$ cat src/rtl/data_bus_arbiter.sv
// Two-master round-robin arbiter for the data-memory bus.
// Only one transaction is in flight at a time. Every output comes straight from a register.
module data_bus_arbiter #(
   parameter int READ_LATENCY = 1  // legal range 1..15
) (
   input  logic        clock,
   input  logic        reset,
   input  logic        m0_request,
   input  logic        m0_write,
   input  logic [31:0] m0_address,
   input  logic [31:0] m0_write_data,
   input  logic [2:0]  m0_format,
   output logic        m0_grant,
   output logic        m0_done,
   output logic [31:0] m0_data_fetched,
   input  logic        m1_request,
   input  logic        m1_write,
   input  logic [31:0] m1_address,
   input  logic [31:0] m1_write_data,
   input  logic [2:0]  m1_format,
   output logic        m1_grant,
   output logic        m1_done,
   output logic [31:0] m1_data_fetched,
   output logic [31:0] bus_address,
   output logic [31:0] bus_write_data,
   output logic [2:0]  bus_format,
   output logic        bus_read_enable,
   output logic        bus_write_enable,
   input  logic [31:0] bus_data_fetched,
   output logic        busy
);

   typedef enum logic [1:0] {
      ST_IDLE   = 2'd0,
      ST_ACCESS = 2'd1,
      ST_WAIT   = 2'd2,
      ST_DONE   = 2'd3
   } state_t;

   localparam logic [3:0] WAIT_INIT = 4'(READ_LATENCY - 1);

   state_t      state_r, state_s;
   logic [3:0]  wait_count_r, wait_count_s;
   logic        last_grant_r, last_grant_s;
   logic        owner_r, owner_s;
   logic        cmd_write_r, cmd_write_s;
   logic        any_request_s;
   logic        winner_s;
   logic        sel_write_s;
   logic [31:0] sel_address_s;
   logic [31:0] sel_write_data_s;
   logic [2:0]  sel_format_s;

   logic        m0_grant_r, m0_grant_s;
   logic        m1_grant_r, m1_grant_s;
   logic        m0_done_r, m0_done_s;
   logic        m1_done_r, m1_done_s;
   logic [31:0] m0_data_r, m0_data_s;
   logic [31:0] m1_data_r, m1_data_s;
   logic [31:0] bus_address_r, bus_address_s;
   logic [31:0] bus_write_data_r, bus_write_data_s;
   logic [2:0]  bus_format_r, bus_format_s;
   logic        bus_read_enable_r, bus_read_enable_s;
   logic        bus_write_enable_r, bus_write_enable_s;
   logic        busy_r, busy_s;

   // State register and all registered outputs
   always_ff @(posedge clock) begin
      if (reset) begin
         state_r            <= ST_IDLE;
         wait_count_r       <= 4'd0;
         last_grant_r       <= 1'b1;
         owner_r            <= 1'b0;
         cmd_write_r        <= 1'b0;
         m0_grant_r         <= 1'b0;
         m1_grant_r         <= 1'b0;
         m0_done_r          <= 1'b0;
         m1_done_r          <= 1'b0;
         m0_data_r          <= 32'd0;
         m1_data_r          <= 32'd0;
         bus_address_r      <= 32'd0;
         bus_write_data_r   <= 32'd0;
         bus_format_r       <= 3'd0;
         bus_read_enable_r  <= 1'b0;
         bus_write_enable_r <= 1'b0;
         busy_r             <= 1'b0;
      end else begin
         state_r            <= state_s;
         wait_count_r       <= wait_count_s;
         last_grant_r       <= last_grant_s;
         owner_r            <= owner_s;
         cmd_write_r        <= cmd_write_s;
         m0_grant_r         <= m0_grant_s;
         m1_grant_r         <= m1_grant_s;
         m0_done_r          <= m0_done_s;
         m1_done_r          <= m1_done_s;
         m0_data_r          <= m0_data_s;
         m1_data_r          <= m1_data_s;
         bus_address_r      <= bus_address_s;
         bus_write_data_r   <= bus_write_data_s;
         bus_format_r       <= bus_format_s;
         bus_read_enable_r  <= bus_read_enable_s;
         bus_write_enable_r <= bus_write_enable_s;
         busy_r             <= busy_s;
      end
   end

   // Winner selection: on a tie the master that did not win last time goes first
   always_comb begin
      any_request_s = m0_request || m1_request;
      if (m0_request && m1_request) begin
         winner_s = ~last_grant_r;
      end else if (m1_request) begin
         winner_s = 1'b1;
      end else begin
         winner_s = 1'b0;
      end
      if (winner_s) begin
         sel_write_s      = m1_write;
         sel_address_s    = m1_address;
         sel_write_data_s = m1_write_data;
         sel_format_s     = m1_format;
      end else begin
         sel_write_s      = m0_write;
         sel_address_s    = m0_address;
         sel_write_data_s = m0_write_data;
         sel_format_s     = m0_format;
      end
   end

   // Next-state logic
   always_comb begin
      state_s = state_r;
      case (state_r)
         ST_IDLE: begin
            if (any_request_s) begin
               state_s = ST_ACCESS;
            end else begin
               state_s = ST_IDLE;
            end
         end
         ST_ACCESS: begin
            if (cmd_write_r) begin
               state_s = ST_DONE;
            end else begin
               state_s = ST_WAIT;
            end
         end
         ST_WAIT: begin
            if (wait_count_r == 4'd0) begin
               state_s = ST_DONE;
            end else begin
               state_s = ST_WAIT;
            end
         end
         ST_DONE: state_s = ST_IDLE;
         default: state_s = ST_IDLE;
      endcase
   end

   // Output logic: next values of the registered outputs; pulses default low, data holds
   always_comb begin
      wait_count_s       = wait_count_r;
      last_grant_s       = last_grant_r;
      owner_s            = owner_r;
      cmd_write_s        = cmd_write_r;
      m0_grant_s         = 1'b0;
      m1_grant_s         = 1'b0;
      m0_done_s          = 1'b0;
      m1_done_s          = 1'b0;
      m0_data_s          = m0_data_r;
      m1_data_s          = m1_data_r;
      bus_address_s      = bus_address_r;
      bus_write_data_s   = bus_write_data_r;
      bus_format_s       = bus_format_r;
      bus_read_enable_s  = 1'b0;
      bus_write_enable_s = 1'b0;
      busy_s             = (state_s != ST_IDLE);
      case (state_r)
         ST_IDLE: begin
            if (any_request_s) begin
               owner_s            = winner_s;
               last_grant_s       = winner_s;
               cmd_write_s        = sel_write_s;
               bus_address_s      = sel_address_s;
               bus_write_data_s   = sel_write_data_s;
               bus_format_s       = sel_format_s;
               bus_write_enable_s = sel_write_s;
               bus_read_enable_s  = ~sel_write_s;
               m0_grant_s         = ~winner_s;
               m1_grant_s         = winner_s;
            end else begin
               wait_count_s = 4'd0;
            end
         end
         ST_ACCESS: begin
            if (cmd_write_r) begin
               m0_done_s = ~owner_r;
               m1_done_s = owner_r;
            end else begin
               wait_count_s = WAIT_INIT;
            end
         end
         ST_WAIT: begin
            if (wait_count_r == 4'd0) begin
               m0_done_s = ~owner_r;
               m1_done_s = owner_r;
               if (owner_r) begin
                  m1_data_s = bus_data_fetched;
               end else begin
                  m0_data_s = bus_data_fetched;
               end
            end else begin
               wait_count_s = wait_count_r - 4'd1;
            end
         end
         ST_DONE: wait_count_s = 4'd0;
         default: wait_count_s = 4'd0;
      endcase
   end

   assign m0_grant         = m0_grant_r;
   assign m1_grant         = m1_grant_r;
   assign m0_done          = m0_done_r;
   assign m1_done          = m1_done_r;
   assign m0_data_fetched  = m0_data_r;
   assign m1_data_fetched  = m1_data_r;
   assign bus_address      = bus_address_r;
   assign bus_write_data   = bus_write_data_r;
   assign bus_format       = bus_format_r;
   assign bus_read_enable  = bus_read_enable_r;
   assign bus_write_enable = bus_write_enable_r;
   assign busy             = busy_r;

endmodule

$ cat config.mk
export PLATFORM = sky130hd
export DESIGN_NAME = data_bus_arbiter
export DESIGN_NICKNAME = d
export VERILOG_FILES = /design/src/rtl/data_bus_arbiter.sv
export SDC_FILE = /design/constraint.sdc
export NUM_CORES = 1
export LEC_CHECK = 0
export CAP_MARGIN = 10
export CORE_AREA = 2 2 122 124
export CTS_CLUSTER_SIZE = 24
export DETAILED_ROUTE_END_ITERATION = 10
export DIE_AREA = 0 0 124 126
export DONT_BUFFER_PORTS = 1
export SLEW_MARGIN = 10
export SYNTH_ARGS = -nofsm -noshare
export SYNTH_HDL_FRONTEND = slang
export SYNTH_SLANG_ARGS = --single-unit
$ cat constraint.sdc
create_clock -name clock -period 3.25 [get_ports clock]
set_input_delay 0.325 -clock clock [delete_from_list [all_inputs] [get_ports clock]]
set_output_delay 0.325 -clock clock [all_outputs]
set_load 0.02 [all_outputs]
; Yosys cells after proc, flatten, opt, wreduce, memory -nomap -nowiden
; Cells that the tools add are included.
[word_totals]
ff_bits = 147
inputBits = 172
elab_cells = 60
[classes]
eq_ne = 6
mux = 20
reduce_logical = 10
addsub = 1
n_bitwise = 6
[op_table]
columns = cell, n
row1 = two-way mux 32 bit, 2
row2 = case mux 4 bit (4 select lines), 1
row3 = two-way mux 4 bit, 3
row4 = two-way mux 1 bit, 10
row5 = AND reduction 3 bit, 3
row6 = case mux 2 bit (4 select lines), 1
row7 = != test 2 bit (second input constant), 3
row8 = NOT 1 bit, 6
row9 = equality test 2 bit (second input constant), 2
row10 = logical NOT 4 bit, 1
row11 = case mux 1 bit (2 select lines), 2
row12 = subtractor 4 x 1 -> 4 bit (second input constant), 1
row13 = two-way mux 3 bit, 1
row14 = OR reduction 3 bit, 1
row15 = equality test 2 x 1 -> 1 bit (second input constant), 1
row16 = logical NOT 2 bit, 1
row17 = AND reduction 2 bit, 1
row18 = nonzero test 2 bit, 1
row19 = logical AND 1 bit, 1
row20 = logical OR 1 bit, 1

; Longest topological paths before layout
[depth]
ltp_word = 4
mapped_depth = 7
ltp_nobuf = 5

; Worst setup path before layout
; OpenSTA, ideal clock, no wires.
[synth_timing]
path_kind = reg-to-reg
from = register state_r[0]
to = register wait_count_r[0]
required_ns = 3.122
path_stages_with_launch = 7
t_arrival_ns = 1.402
synth_period_minus_slack_ns = 1.530
path_slack_ns = 1.720
path_cell_list = dfxtp_1 > inv_1 > ha_1 > and4bb_2 > buf_4 > nor3_1 > o31ai_1
[synth_between]
elab_chain_cells = 3
[synth_rtl]
columns = element, line
row1 = start: declaration, 42  ; state_t state_r, state_s;
row2 = start signal: assignment, 88  ; state_r <= state_s;
row3 = equality test 2 bit (tied with other cells), 179  ; case (state_r)
row4 = != test 2 bit (no line), -
row5 = AND reduction 3 bit (no line), -
row6 = end signal: assignment, 89  ; wait_count_r <= wait_count_s;
row7 = end: declaration, 43  ; logic [3:0] wait_count_r, wait_count_s;
; Several ways; a longest one is shown, not always the timed one.
; A chain may end at the register's enable or synchronous reset.

; Worst setup path after layout
[layout_timing]
from = register state_r[0]
to = register m1_data_r[13] (netlist: m1_data_fetched[13])
[layout_between]
elab_chain_cells = 2
[layout_rtl]
columns = element, line
row1 = equality test 2 bit, 179
row2 = AND reduction 3 bit (no line), -
row3 = end signal: assignment, 98  ; m1_data_r <= m1_data_s;
row4 = end: declaration, 59  ; logic [31:0] m1_data_r, m1_data_s;
; Every way passes these cells.

==> impl_results.md <==
- Status: complete, no violations
- Syn. warnings: 0
- Row cnt: 44
- Mapped cell area: approximately 0.006 mm²
- Hold_ws: 0.03235 ns
- CTS tree: done
- Async S/R FF share, synth: 0%
- End-of-flow core utilization: ~47%
- Synthesized Nets: 840
- Pre-CTS setup slack: 1.184 ns
- Worst hold stages: 1
- Drt first pass iters: 4
- Die width: around 120 µm
- Antenna diode count: 0
- Total GRT Usage: about a fifth
- Post-Place Cells: between 700 and 800
- Die height: between 100 and 150 µm
- Most frequent cells in the layout: dfxtp_1 (146), a21oi_1 (134), o21ai_0 (126)
- P&R area growth vs syn: 12.02%
- First-pass GRT wire length: 23.81 mm
- Slew at the pin closest to its max-slew limit: approximately 1.0 ns
- EDFF count, synth: 0
- TritonCTS Sinks: around 150
- Slew Limit Fails: 0
- Fin crit period: roughly 2.1 ns
- CORE AREA: between 0.01 and 0.015 mm²
- RSZ-0062 raised after global routing: no
- WP data arrival: 2.44 ns
- Yosys top cell area share: roughly half
- CTS Buf Count: 17
- Antenna Nets Post-Route: 0
- Max_cap viols: 0
- Via count: 4867
- Peak VDD IR: ~0.47 mV
- I/O Buffers: 0
- Final wirelength: ~16 mm
- Max_slew headroom: between 30% and 40%
- Post-synth top area cell: dfxtp_1
- Crit. End Element: flip-flop
- Clock Pin Slew Worst Setup and Hold Paths: 0.06 ns
- CTS max path bufs: 2
- Initial antenna violation count: 0
- FF-to-FF path depth: 6
- Fmax: about 0.48 GHz
- WL/cell: around 20 µm
- Req. time, crit path: approximately 3.6 ns
- Yosys cell types: 36
- CP max FO: 31
- Clk root buf: clkbuf_16
- Largest net degree at the start of global routing: between 100 and 150
- Setup WS post-layout: about 1.2 ns
- DP HPWL: between 10 and 15 mm
- Most common cell after layout, fill and taps aside: dfxtp_1
- Overflow after GRT: 0
- DRC Markers: 0
- Area contributors post-synth: dfxtp_1 (50%), mux2i_1 (11%), a21oi_1 (11%), o21ai_0 (11%), nand3_1 (5.4%)
- Hold/Removal Path Class: input pin to flip-flop
- Syn Inst Count: around 660
- Htree depth: 4
- Number of global-route vias before repair: between 4000 and 5000
- Total negative slack: 0 ns
- Worst skew pair latency: around 0.42 ns
- DIE AREA: around 0.016 mm²
- R2R Setup Slk: between 1 and 1.5 ns
- CP Class: flip-flop to flip-flop
- Most common flop cell mapped by yosys: dfxtp_1
- Layout Cells excl Fill: 821
- Fraction of layout cells with a size suffix above 1: about 6.6%
- Fin crit share: roughly 65%
- # setup viols final: 0
- Layout Nets: 801
- CP Launch Type: flip-flop
- Post-CTS Resized: 0
- PwrDens: 913.1 mW/mm²
- # IOs: between 300 and 400
- Via-to-Cell Ratio: approximately 5.9
- Number of synthesized register bits: 147
- Syn Area/Cell: approximately 8.9 µm²
- Seq/Total Area, Yosys: between 40 and 50%
- Final Hold Viols: 0
- Setup Skew: roughly 0.008 ns
- RD Place Congestion: approximately 0.81
- Starting DRT DRC Count: around 330
- Leakage power: approximately 2.3 nW
- Starting Density: 41.51%
path summary, 6_finish.rpt:
check,from,endpoint
setup reg to reg,state_r[0],m1_data_fetched[13]
hold reg to reg,wait_count_r[1],wait_count_r[1]
hold / removal,reset,wait_count_r[0]
setup / recovery,state_r[0],m1_data_fetched[13]
cell usage after synthesis (all sizes together), types with 2 or more instances:
cell type	number
dfxtp	147
o21ai	135
a21oi	134
mux2i	68
nand3	64
clkbuf	38
buf	29
inv	7
ha	4
nor2	4
nor3	4
and3	3
nor2b	3
o31ai	3
nand2	2
nand4	2
nor3b	2
report_power, final:
part / switching (mW) / internal, mW
logic: 0.733 / 0.353
clock network: 0.727 / 1.48
registers: 0.635 / 2.15
total: 2.09 / 3.98
flip-flops by register name, summed over array words and instances, names as in the netlist, 2 cells and up:
signal,flops
wait_count_r,4
bus_address,32
state_r,2
m1_data_fetched,32
bus_format,3
m0_data_fetched,32
bus_write_data,32
repair_timing:
item,CTS,global route
hold buffers,2,0
hold endpoints to repair,72,0
setup buffers,0,0
layer usage:
metal  wire [µm]  share of wire (%)  track usage (%)  vias to the layer above
li1            -                  -                -                     2331
met1        6149                 38            21.71                     2280
met2        7792                 48            32.09                      233
met3        1840                 11            9.330                       23
met4         306                1.9            7.667                        0
met5           0                  0                0                        -
critical path, stage by stage, from the launching register on:
cell and delay, ns:
dfxtp_1 0.31, inv_1 0.08, ha_1 0.34, and4bb_2 0.61
buf_4 0.40, nand3_1 0.12, a21oi_1 0.17
area by class of cell:
class,instances,area [µm²]
fillers,1381,7657
flip-flops and latches,147,2944
multi-input cells,443,2675
clock buffers,22,464.2
well taps,184,230.2
clock inverters,9,201.4
repair buffers,9,115.1
inverters,7,26.28
logic make-up (layout without fill, tap and decap cells):
family | count (synthesis) | in the layout | share of synthesized area (%)
DFF | 147 | 147 | 49.53
and+or+nand+nor | 91 | 91 | 8.191
muxes | 68 | 68 | 11.45
AOI/OAI and AO/OA | 280 | 280 | 24.13
buffers and inverters | 74 | 47 | 5.854
adders and majority gates | 4 | 4 | 0.8423
metrics by stage:
stage	power [mW]	cell area, µm²
2_1_floorplan	3.667	5942
3_3_place_gp	3.835	5953
3_5_place_dp	3.885	5953
4_1_cts	6.112	6656
5_1_grt	6.372	6656
6_report	6.078	6656
Power figures use the tool's default switching activity.
